## config.mk

```make
export PLATFORM = sky130hd
export DESIGN_NAME = screen_display_ctrl
export DESIGN_NICKNAME = d
export VERILOG_FILES = /design/src/rtl/screen_display_ctrl.sv
export SDC_FILE = /design/constraint.sdc
export NUM_CORES = 1
export LEC_CHECK = 0
export ABC_CLOCK_PERIOD_IN_PS = 3750
export CAP_MARGIN = 15
export CORE_MARGIN = 4
export CORE_UTILIZATION = 24
export CTS_CLUSTER_DIAMETER = 120
export DETAILED_ROUTE_END_ITERATION = 16
export HOLD_SLACK_MARGIN = 0.02
export PLACE_DENSITY_LB_ADDON = 0.2
export SYNTH_ARGS = -nofsm -noshare
export SYNTH_HDL_FRONTEND = slang
export SYNTH_SLANG_ARGS = --single-unit
```

## constraint.sdc

```tcl
create_clock -name clock -period 3.75 [get_ports clock]
set_input_delay 0.75 -clock clock [delete_from_list [all_inputs] [get_ports clock]]
set_output_delay 0.75 -clock clock [all_outputs]
set_load 0.01 [all_outputs]
```

## src/rtl/screen_display_ctrl.sv

```systemverilog
// Display-side controller for the screen timer: tear-free mode commits at frame starts, scoring and best score.
// Optional SNITCH_BONUS_EN macro adds a once-per-trace-screen snitch bonus.
module screen_display_ctrl #(
    parameter int SCORE_W    = 8,
    parameter int SNITCH_PTS = 10
) (
    input  logic               clock,
    input  logic               reset,
    input  logic [4:0]         curr_screen,
    input  logic [5:0]         total_screens,
    input  logic               end_of_game,
    input  logic               play_again,
    input  logic               frame_start,
    input  logic               hit,
    input  logic               snitch,
    output logic [2:0]         disp_mode,
    output logic [3:0]         trace_index,
    output logic               screen_ack,
    output logic [SCORE_W-1:0] score,
    output logic [SCORE_W-1:0] best_score,
    output logic               restart_req
);

    typedef enum logic [2:0] {
        MODE_TITLE   = 3'd0,
        MODE_TRACE   = 3'd1,
        MODE_MESSAGE = 3'd2,
        MODE_SCORE   = 3'd3,
        MODE_BLANK   = 3'd4
    } mode_t;

    localparam logic [SCORE_W+1:0] SCORE_MAX = {2'b00, {SCORE_W{1'b1}}};

    mode_t              state_reg, state_next, target;
    logic [4:0]         prev_screen_reg;
    logic               prev_eog_reg;
    logic               prev_play_reg;
    logic               pending_reg, pending_next;
    logic               ack_reg;
    logic               restart_reg;
    logic [3:0]         trace_idx_reg, trace_idx_next;
    logic [SCORE_W-1:0] score_reg, score_next;
    logic [SCORE_W-1:0] best_reg, best_next;
    logic [SCORE_W+1:0] inc, sum;
    logic               change_now, play_rise, commit;

    always_comb begin
        target = MODE_BLANK;
        if (end_of_game)
            target = MODE_SCORE;
        else if (curr_screen == 5'd1)
            target = MODE_TITLE;
        else if ((curr_screen != 5'd0) && ({1'b0, curr_screen} < total_screens))
            target = curr_screen[0] ? MODE_MESSAGE : MODE_TRACE;
    end

    // A change landing in the same cycle as frame_start must still commit on that frame.
    assign change_now = (curr_screen != prev_screen_reg) || (end_of_game != prev_eog_reg);
    assign play_rise  = play_again && !prev_play_reg;
    assign commit     = frame_start && (pending_reg || change_now || (target != state_reg));

`ifdef SNITCH_BONUS_EN
    logic snitch_used_reg, snitch_used_next, snitch_hit;

    assign snitch_hit = snitch && (state_reg == MODE_TRACE) && !snitch_used_reg;

    always_comb begin
        snitch_used_next = snitch_used_reg || snitch_hit;
        if (commit && (target == MODE_TRACE))
            snitch_used_next = 1'b0;
    end

    always_ff @(posedge clock or posedge reset) begin
        if (reset)
            snitch_used_reg <= 1'b0;
        else
            snitch_used_reg <= snitch_used_next;
    end
`else
    logic unused_snitch;
    assign unused_snitch = snitch;
`endif

    always_comb begin
        inc = '0;
        if (hit && (state_reg == MODE_TRACE))
            inc = (SCORE_W+2)'(1);
`ifdef SNITCH_BONUS_EN
        if (snitch_hit)
            inc = inc + (SCORE_W+2)'(SNITCH_PTS);
`endif
        sum = {2'b00, score_reg} + inc;

        // Restart wins over any scoring event in the same cycle.
        if (play_rise)
            score_next = '0;
        else if (sum > SCORE_MAX)
            score_next = '1;
        else
            score_next = sum[SCORE_W-1:0];

        state_next     = state_reg;
        trace_idx_next = trace_idx_reg;
        best_next      = best_reg;
        pending_next   = (pending_reg || change_now) && !commit;
        if (play_rise)
            pending_next = 1'b1;

        if (commit) begin
            state_next = target;
            if (target == MODE_TRACE)
                trace_idx_next = curr_screen[4:1];
            if ((target == MODE_SCORE) && (score_next > best_reg))
                best_next = score_next;
        end
    end

    always_ff @(posedge clock or posedge reset) begin
        if (reset) begin
            state_reg       <= MODE_BLANK;
            prev_screen_reg <= '0;
            prev_eog_reg    <= 1'b0;
            prev_play_reg   <= 1'b0;
            pending_reg     <= 1'b0;
            ack_reg         <= 1'b0;
            restart_reg     <= 1'b0;
            trace_idx_reg   <= '0;
            score_reg       <= '0;
            best_reg        <= '0;
        end else begin
            state_reg       <= state_next;
            prev_screen_reg <= curr_screen;
            prev_eog_reg    <= end_of_game;
            prev_play_reg   <= play_again;
            pending_reg     <= pending_next;
            ack_reg         <= commit;
            restart_reg     <= play_rise;
            trace_idx_reg   <= trace_idx_next;
            score_reg       <= score_next;
            best_reg        <= best_next;
        end
    end

    assign disp_mode   = state_reg;
    assign trace_index = trace_idx_reg;
    assign screen_ack  = ack_reg;
    assign score       = score_reg;
    assign best_score  = best_reg;
    assign restart_req = restart_reg;

endmodule
```

==> flow_summary.yaml, run 1 <==
yosys:
  synth_cell_types: 38
  syn_nets: 186
  yosys_warnings: 0
  ys_seq_area_share_pct: 48.0
  syn_inst: 154
  ys_ff_latch: 33
  synthesis.area_sq_um: 1720
  syn_avg_cell_area_sq_um: 11.2
die:
  die_h_microns: 92.7
  core_sq_um: 6870
  fp.dieW_microns: 92.7
  row_count: 30
  ioPinCount: 43
  die_area_sq_um: 8600
  start_util_pct: 25.1
worst_setup_path:
  cp.arrival_ns: 3.55
  cpPeakStageDelay_ns: 0.46
  end_kind: "flip-flop"
  cp_cell_sequence: "clkdlybuf4s50_1 > inv_1 > ha_1 > a21o_1 > a21oi_1 > o22a_1 > mux2_2 > or4b_1 > a311o_1 > nand4_2 > buf_8 > mux2_4"
  worstPathRequired_ns: 3.91
  cp-start-kind: "primary input"
  crit_slowest_cell: "or4b_1"
  cp_max_fo: 8
  path_buf_inv: 3
  cp_top_family: "compound AO/OA/AOI/OAI gates"
  crit_type: "primary input to flip-flop"
grt:
  grt.total_usage_pct: 10.3
  grt-ovfl-total: 0
  grt_max_degree: 34
  grt_pass1_wl_microns: 6990
  antenna_found_initial: 0
  grt_pass1_vias: 1515
cts:
  cts_hold_buf: 0
  clk_pin_slew_ns: 0.06
  clockBufferDepth: 2
  cts_tree: "yes"
  cts-root-buf: "clkbuf_8"
  cts.sinks: 33
  cts_buffers: 5
  htreeDepth: 2
  clkLatencyLatePin_ns: 0.29
sta:
  drv_slew: 0
  hold_slack_ns: 0.513
  finalHoldViolCount: 0
  grt_setup_unrepaired: "no"
  slew_headroom_pct: 69.2
  fmax_mhz: 295
  fin_crit_sh_pct: 90.3
  period_minus_slack_ns: 3.39
  finClkSkew_ns: 0.00961
  tightest_slew_ns: 0.461
  setup_viol: 0
layout:
  final-seq-area_sq_um: 827
  finalNetCount: 262
  post-route-util_pct: 39.5
  fill_cells: 693
  multi_input_comb_area_sq_um: 941
  area_growth_pct: 57.3
  drive_above_1_share_pct: 29.4
  diodes: 0
  design_area_sq_um: 2710
placed_design:
  place_area_sq_um: 2450
  port-buffer-count: 41
  hpwl_microns: 3040
  gp_congestion: 0.712
pwr:
  finalPower_mw: 1.05
  power_density_nw_per_um2: 386
  ir_drop_mv: 0.285
  power.leakage_nw: 1.23
drt:
  vias_per_cell: 4.21
  num_vias: 1378
  routedWlPerCell_microns: 12.7
  postRouteAntennaNets: 0
  drc: 0
  drtPass1Iterations: 4
  drt_iter0_drc: 22
  drt-total-wl_microns: 4140
run:
  cap_violations: 0
min_path:
  hold_class: "flip-flop to flip-flop"
status:
  outcome: "completed"
worst paths after layout:
kind / startpoint / end / depth (start not counted) / slack, ns
worst max-delay path: total_screens[3] / best_score[1]$_DFFE_PP0P_ / 12 / 0.36
worst min-delay path: trace_index[0]$_DFFE_PP0P_ / trace_index[0]$_DFFE_PP0P_ / 1 / 0.51
worst max register to register: disp_mode[1]$_DFFE_PP0P_ / best_score[1]$_DFFE_PP0P_ / 16 / 0.47
worst min register to register: trace_index[0]$_DFFE_PP0P_ / trace_index[0]$_DFFE_PP0P_ / 1 / 0.51
max in group asynchronous: reset / disp_mode[2]$_DFFE_PP1P_ / 3 / 2.56
min in group asynchronous: reset / score[4]$_DFF_PP0_ / 3 / 0.86
cell usage in the layout (no fill, tap or decap), drive strengths merged, types with 2 or more instances in the layout:
cell type	n
nor2	12
nand4	4
inv	16
clkdlybuf4s50	40
and2	2
dfrtp	32
nand2b	2
nor4	2
buf	30
xor2	5
mux2	13
clkbuf	7
a21oi	11
ha	14
a21o	4
nand2	3
nor2b	4
xnor2	6
and3	3
nand3	2
o21ai	4
worst reg2reg max path, cell delays in order (launching register included):
cell	delay, ns
dfrtp_1	0.45
nor4bb_4	0.33
ha_2	0.26
and3_4	0.18
and2_4	0.15
nand2_1	0.06
xor2_1	0.18
a21oi_2	0.09
ha_1	0.32
buf_4	0.13
buf_4	0.12
nand4_1	0.10
nor2_1	0.07
nor2_1	0.11
nand4_2	0.13
buf_8	0.18
mux2_4	0.30
cell usage after synthesis (all sizes together):
| master | number | area share, % |
|---|---|---|
| o22a | 1 | 0.51 |
| xnor2 | 6 | 3.1 |
| a311oi | 1 | 0.51 |
| dfrtp | 32 | 46 |
| nor3b | 1 | 0.44 |
| a21oi | 11 | 3.2 |
| nor4 | 2 | 1.1 |
| and4 | 1 | 0.65 |
| a31oi | 1 | 0.36 |
| nand2b | 2 | 0.73 |
| a311o | 1 | 0.58 |
| dfstp | 1 | 1.5 |
| inv | 16 | 3.5 |
| mux2 | 13 | 9.4 |
| nand3 | 2 | 0.58 |
| nand3b | 1 | 0.44 |
| clkbuf | 2 | 0.44 |
| or4b | 1 | 0.58 |
| xor2 | 5 | 2.5 |
| o21ai | 4 | 1.2 |
| and3 | 3 | 1.1 |
| nor2 | 12 | 2.6 |
| nor2b | 4 | 1.5 |
| nand2 | 3 | 0.65 |
| nor4bb | 1 | 0.58 |
| o31ai | 1 | 0.44 |
| o2111ai | 1 | 0.51 |
| nand4b | 1 | 0.51 |
| nand4 | 4 | 1.8 |
| and2 | 2 | 0.73 |
| a21o | 4 | 1.7 |
| ha | 14 | 10 |
power by group:
group | switching, mW | leakage (nW) | internal [mW]
sequential | 0.0235 | 0.418 | 0.389
clock | 0.129 | 0.0585 | 0.217
combinational | 0.118 | 0.753 | 0.170
total | 0.271 | 1.23 | 0.775
repair_timing:
item	CTS	global route
buffers inserted	2	1
gates cloned	0	0
endpoints found under the setup margin	8	8
gates resized for setup	9	20
pin swaps	4	12
routing by layer:
metal | track usage (%) | share of wire (%)
met1 | 12.5 | 46
met5 | 0 | 0
met3 | 4.14 | 6.9
met4 | 3.30 | 1.4
met2 | 16.8 | 46
area by class of cell:
class	instances	share of cell area, %
Clock buffer	7	3.19
Timing Repair Buffer	71	23.8
Sequential cell	33	30.5
Inverter	16	2.22
Multi-Input combinational cell	103	34.7
Clock inverter	1	1.11
Tap cell	96	4.43
kinds of logic (layout without fill, tap and decap cells):
logic type	count (synthesis)	after routing	synth area share (%)
AND/OR/NAND/NOR	40	40	13.9
flip-flops	33	33	48.0
AO/OA/AOI/OAI	25	25	9.01
buffers and inverters	18	95	3.92
adder cells (fa/ha/maj)	14	14	10.2
multiplexers	13	13	9.37
XOR/XNOR	11	11	5.59
metrics by stage:
stage	worst slack, ns	setup TNS [ns]	std cells
after floorplan	0.273	0	154
after detailed placement	-0.659	-5.22	316
final	0.364	0	327
after global placement	-0.627	-4.99	316
after CTS	0.0113	0	326
after global routing	0.210	0	327
(Power assumes the default switching activity.)
==> run 2, diff against run 1 <==
--- a/config.mk
+++ b/config.mk
@@ -13,6 +13,7 @@
 export DETAILED_ROUTE_END_ITERATION = 16
 export HOLD_SLACK_MARGIN = 0.02
 export PLACE_DENSITY_LB_ADDON = 0.2
+export SETUP_SLACK_MARGIN = 0.5
 export SYNTH_ARGS = -nofsm -noshare
 export SYNTH_HDL_FRONTEND = slang
 export SYNTH_SLANG_ARGS = --single-unit
==> flow_summary.yaml, run 2 (same netlist as run 1, synthesis figures left out) <==
grt:
  grt_max_degree: 34
  grt_pass1_vias: 1465
  grt.total_usage_pct: 10.7
  grt_pass1_wl_microns: 7230
  grt-ovfl-total: 0
  antenna_found_initial: 0
worst_setup_path:
  r2r_end: "best_score[6]$_DFFE_PP0P_"
  cpPeakStageDelay_ns: 0.37
  cp-start-kind: "primary input"
  cp_top_family: "simple AND/OR/NAND/NOR gates"
  cp_max_fo: 8
  path_buf_inv: 2
  crit-reg2reg-launch: "disp_mode[1]$_DFFE_PP0P_"
  r2r_setup_slack_ns: 0.58
  cp_cell_sequence: "buf_6 > nor4bb_4 > ha_2 > ha_4 > nand3_4 > nor2_4 > and3_4 > nor2_1 > nor2_1 > inv_1 > ha_2 > nor2b_1 > o21ai_1 > nand2b_1 > a21oi_2 > o21ai_2 > nand4_4 > mux2_4"
  crit_type: "primary input to flip-flop"
  rr_worst_depth: 17
  end_kind: "flip-flop"
  worstPathRequired_ns: 3.92
  cp.arrival_ns: 3.36
  crit_slowest_cell: "mux2_4"
cts:
  clk_pin_slew_ns: 0.07
  cts_hold_buf: 0
  cts_buffers: 5
  clkLatencyLatePin_ns: 0.29
  htreeDepth: 2
  cts_tree: "yes"
  cts-root-buf: "clkbuf_8"
  clockBufferDepth: 2
  cts.sinks: 33
pwr:
  finalPower_mw: 1.06
  ir_drop_mv: 0.169
  power_density_nw_per_um2: 386
  power.leakage_nw: 1.21
sta:
  hold_slack_ns: 0.533
  fin_crit_sh_pct: 85.1
  grt_setup_unrepaired: "yes"
  setup_viol: 0
  slew_headroom_pct: 72.5
  tightest_slew_ns: 0.413
  finalHoldViolCount: 0
  finClkSkew_ns: 0.00882
  drv_slew: 0
  period_minus_slack_ns: 3.19
  fmax_mhz: 313
placed_design:
  port-buffer-count: 41
  gp_congestion: 0.769
  hpwl_microns: 3160
  dp.cells: 310
layout:
  drive_above_1_share_pct: 33.9
  final_common_cell: "clkdlybuf4s50_1"
  most-common-layout-cells: "clkdlybuf4s50_1 (32), dfrtp_1 (31), buf_4 (26)"
  diodes: 0
  finalNonFillerCells: 323
  area_growth_pct: 58.6
  post-route-util_pct: 39.8
  finalNetCount: 258
  fill_cells: 687
min_path:
  hp-start: "trace_index[1]$_DFFE_PP0P_"
  worstHoldPathCells: 1
  hold_class: "flip-flop to flip-flop"
  min_to: "trace_index[1]$_DFFE_PP0P_"
drt:
  postRouteAntennaNets: 0
  routedWlPerCell_microns: 12.9
  num_vias: 1323
  drt-total-wl_microns: 4170
  drtPass1Iterations: 4
  vias_per_cell: 4.10
  drc: 0
  drt_iter0_drc: 46
die:
  start_util_pct: 25.1
  die_h_microns: 92.7
  ioPinCount: 43
  fp.dieW_microns: 92.7
  die_area_sq_um: 8600
  core_sq_um: 6870
  row_count: 30
run:
  cap_violations: 0
status:
  outcome: "completed"
==> run 2: routing by layer <==
metal	up-vias	track usage, %	share of wire [%]
li1	685	-	-
met1	604	15.3	53
met2	28	15.1	41
met3	6	2.76	4.2
met4	0	4.40	1.9
met5	-	0	0
==> run 2: final cells by class <==
type                       instances  area (sq um)  area share (%)
tap                               96           120            4.40
inverter                          16          60.1            2.20
clock buffer                       7          86.3            3.16
timing repair buffer              67           604            22.1
sequential                        33           828            30.3
multi-input combinational        103          1000            36.7
clock inverter                     1          30.0            1.10
==> run 2: per-stage QoR <==
step	setup WS, ns	area, sq um	setup TNS [ns]
finish	0.560	2730	0
floorplan	0.490	1830	0
global route	0.340	2730	0
CTS	0.502	2720	0
global placement	-0.208	2510	-1.63
detailed placement	-0.271	2510	-2.12
==> run 2: what timing repair did <==
item,in CTS,in global routing
pin swaps,19,6
buffers inserted,4,1
setup endpoints to repair,12,12
resized for setup,31,2
==> run 2: power breakdown <==
group	total, mW	internal [mW]	switching [mW]
clock	0.344	0.217	0.128
sequential	0.413	0.389	0.0244
combinational	0.298	0.168	0.131
==> run 2: how the worst max path moves through the flow <==
stage | slack, ns | cells past startpoint | from | end
6_report | 0.56 | 18 | hit | best_score[6]$_DFFE_PP0P_
5_1_grt | 0.34 | 17 | disp_mode[1]$_DFFE_PP0P_ | best_score[7]$_DFFE_PP0P_
4_1_cts | 0.50 | 17 | hit | best_score[7]$_DFFE_PP0P_
3_5_place_dp | -0.27 | 17 | hit | best_score[4]$_DFFE_PP0P_
3_3_place_gp | -0.21 | 15 | hit | best_score[5]$_DFFE_PP0P_
2_1_floorplan | 0.49 | 16 | hit | best_score[7]$_DFFE_PP0P_
==> run 3, diff against run 2 <==
--- a/config.mk
+++ b/config.mk
@@ -7,10 +7,12 @@
 export LEC_CHECK = 0
 export ABC_CLOCK_PERIOD_IN_PS = 3750
 export CAP_MARGIN = 15
+export CORE_ASPECT_RATIO = 1.75
 export CORE_MARGIN = 4
 export CORE_UTILIZATION = 24
 export CTS_CLUSTER_DIAMETER = 120
 export DETAILED_ROUTE_END_ITERATION = 16
+export DONT_BUFFER_PORTS = 1
 export HOLD_SLACK_MARGIN = 0.02
 export PLACE_DENSITY_LB_ADDON = 0.2
 export SETUP_SLACK_MARGIN = 0.5
==> flow_summary.yaml, run 3 (same netlist as run 1, synthesis figures left out) <==
status:
  outcome: "completed"
sta:
  fmax_mhz: 308
  fin_crit_sh_pct: 86.7
  finClkSkew_ns: 0.00529
  setup_viol: 0
  drv_slew: 0
  period_minus_slack_ns: 3.25
  finalHoldViolCount: 0
  tightest_slew_ns: 0.577
  slew_headroom_pct: 61.5
  grt_setup_unrepaired: "yes"
  setup_tns_ns: 0
layout:
  drive_above_1_share_pct: 34.7
  final_common_cell: "dfrtp_1"
  post-route-util_pct: 32.2
  finalNetCount: 207
  area_growth_pct: 29.2
  most-common-layout-cells: "dfrtp_1 (32), buf_4 (16), inv_1 (15)"
  diodes: 0
placed_design:
  gp_congestion: 0.735
  port-buffer-count: 0
  hpwl_microns: 3200
worst_setup_path:
  cp_max_fo: 8
  crit_type: "flip-flop to flip-flop"
  end_kind: "flip-flop"
  startpoint: "disp_mode[1]$_DFFE_PP0P_"
  cp.arrival_ns: 3.41
  worstPathRequired_ns: 3.91
  r2r_setup_slack_ns: 0.50
  cp-start-kind: "flip-flop"
  r2r_end: "best_score[2]$_DFFE_PP0P_"
  crit-reg2reg-launch: "disp_mode[1]$_DFFE_PP0P_"
  rr_worst_depth: 16
drt:
  wl_met2_microns: 2150
  route.met3.wl_microns: 341
  drtPass1Iterations: 4
  postRouteAntennaNets: 0
  wl_met1_microns: 1600
  drt-total-wl_microns: 4130
  drc: 0
  drt_iter0_drc: 37
  routedWlPerCell_microns: 15.9
  vias_per_cell: 4.63
  num_vias: 1205
  routed.top_layer: "met4"
die:
  core_sq_um: 6910
  die_area_sq_um: 8650
  ioPinCount: 43
  fp.dieW_microns: 72.1
  row_count: 40
  die_h_microns: 120
  start_util_pct: 24.9
cts:
  htreeDepth: 2
  clk_pin_slew_ns: 0.05
  cts_tree: "yes"
  cts.sinks: 33
  cts_buffers: 5
  clockBufferDepth: 2
  cts_hold_buf: 0
  cts-root-buf: "clkbuf_16"
  clkLatencyLatePin_ns: 0.27
grt:
  grt_pass1_vias: 1341
  grt_max_degree: 20
  grt_pass1_wl_microns: 6900
  antenna_found_initial: 0
  grt.total_usage_pct: 10.3
  grt-ovfl-total: 0
pwr:
  power_density_nw_per_um2: 462
  power.leakage_nw: 1.01
  ir_drop_mv: 0.232
run:
  cap_violations: 0
min_path:
  hold_class: "primary input to asynchronous set/reset pin"
run 3: worst max-delay path by stage:
stage / end / slack (ns)
after floorplan: best_score[7]$_DFFE_PP0P_ / 0.49
after global placement: best_score[2]$_DFFE_PP0P_ / 0.08
after detailed placement: best_score[0]$_DFFE_PP0P_ / 0.02
after CTS: best_score[2]$_DFFE_PP0P_ / 0.38
after global routing: best_score[5]$_DFFE_PP0P_ / 0.34
final: best_score[2]$_DFFE_PP0P_ / 0.50
run 3: metal layers:
layer  vias to the layer above  GRT usage (%)
met1                       588           11.4
met2                        37           17.7
met3                         2           3.86
met4                         0           3.53
li1                        578              -
met5                         -              0
run 3: final cells by class:
class,count,area [sq um]
clock buffer,6,129
clock inverter,2,10.0
fill,728,4680
inverter,16,60.1
multi-input combinational,103,975
sequential,33,827
tap,84,105
timing repair buffer,16,120
run 3: through the flow:
| step | std cells | area [sq um] | hold slack, ns | setup slack (ns) | total power, mW |
|---|---|---|---|---|---|
| 6_report | 260 | 2230 | 0.418 | 0.498 | 1.03 |
| 5_1_grt | 260 | 2230 | 0.467 | 0.340 | 1.08 |
| 4_1_cts | 257 | 2180 | 0.439 | 0.380 | 1.05 |
| 3_5_place_dp | 242 | 1980 | 0.557 | 0.0245 | 0.634 |
| 3_3_place_gp | 242 | 1980 | 0.542 | 0.0766 | 0.626 |
| 2_1_floorplan | 154 | 1830 | 0.513 | 0.490 | 0.576 |
run 3: power breakdown:
part / internal, mW / switching [mW] / total [mW]
combinational: 0.109 / 0.103 / 0.212
clock: 0.243 / 0.142 / 0.386
sequential: 0.389 / 0.0403 / 0.430
run 3: what timing repair did:
item / CTS / global route
pin swaps: 9 / 12
resized for setup: 4 / 6
setup buffers: 7 / 3
setup endpoints to repair: 8 / 8
run 3: worst max-delay path, cell delays in order, from the launching register on:
cell and delay [ns]:
dfrtp_1 0.40, nor4bb_4 0.36, ha_2 0.27, ha_4 0.15, nand3_4 0.09, nor2_4 0.13, and3_4 0.21, nor2_2 0.04
nor2_2 0.12, ha_1 0.26, nor2b_1 0.14, o21ai_1 0.11, nand2b_1 0.08, a21oi_2 0.16, o21ai_2 0.09, nand4_4 0.20
mux2_4 0.32
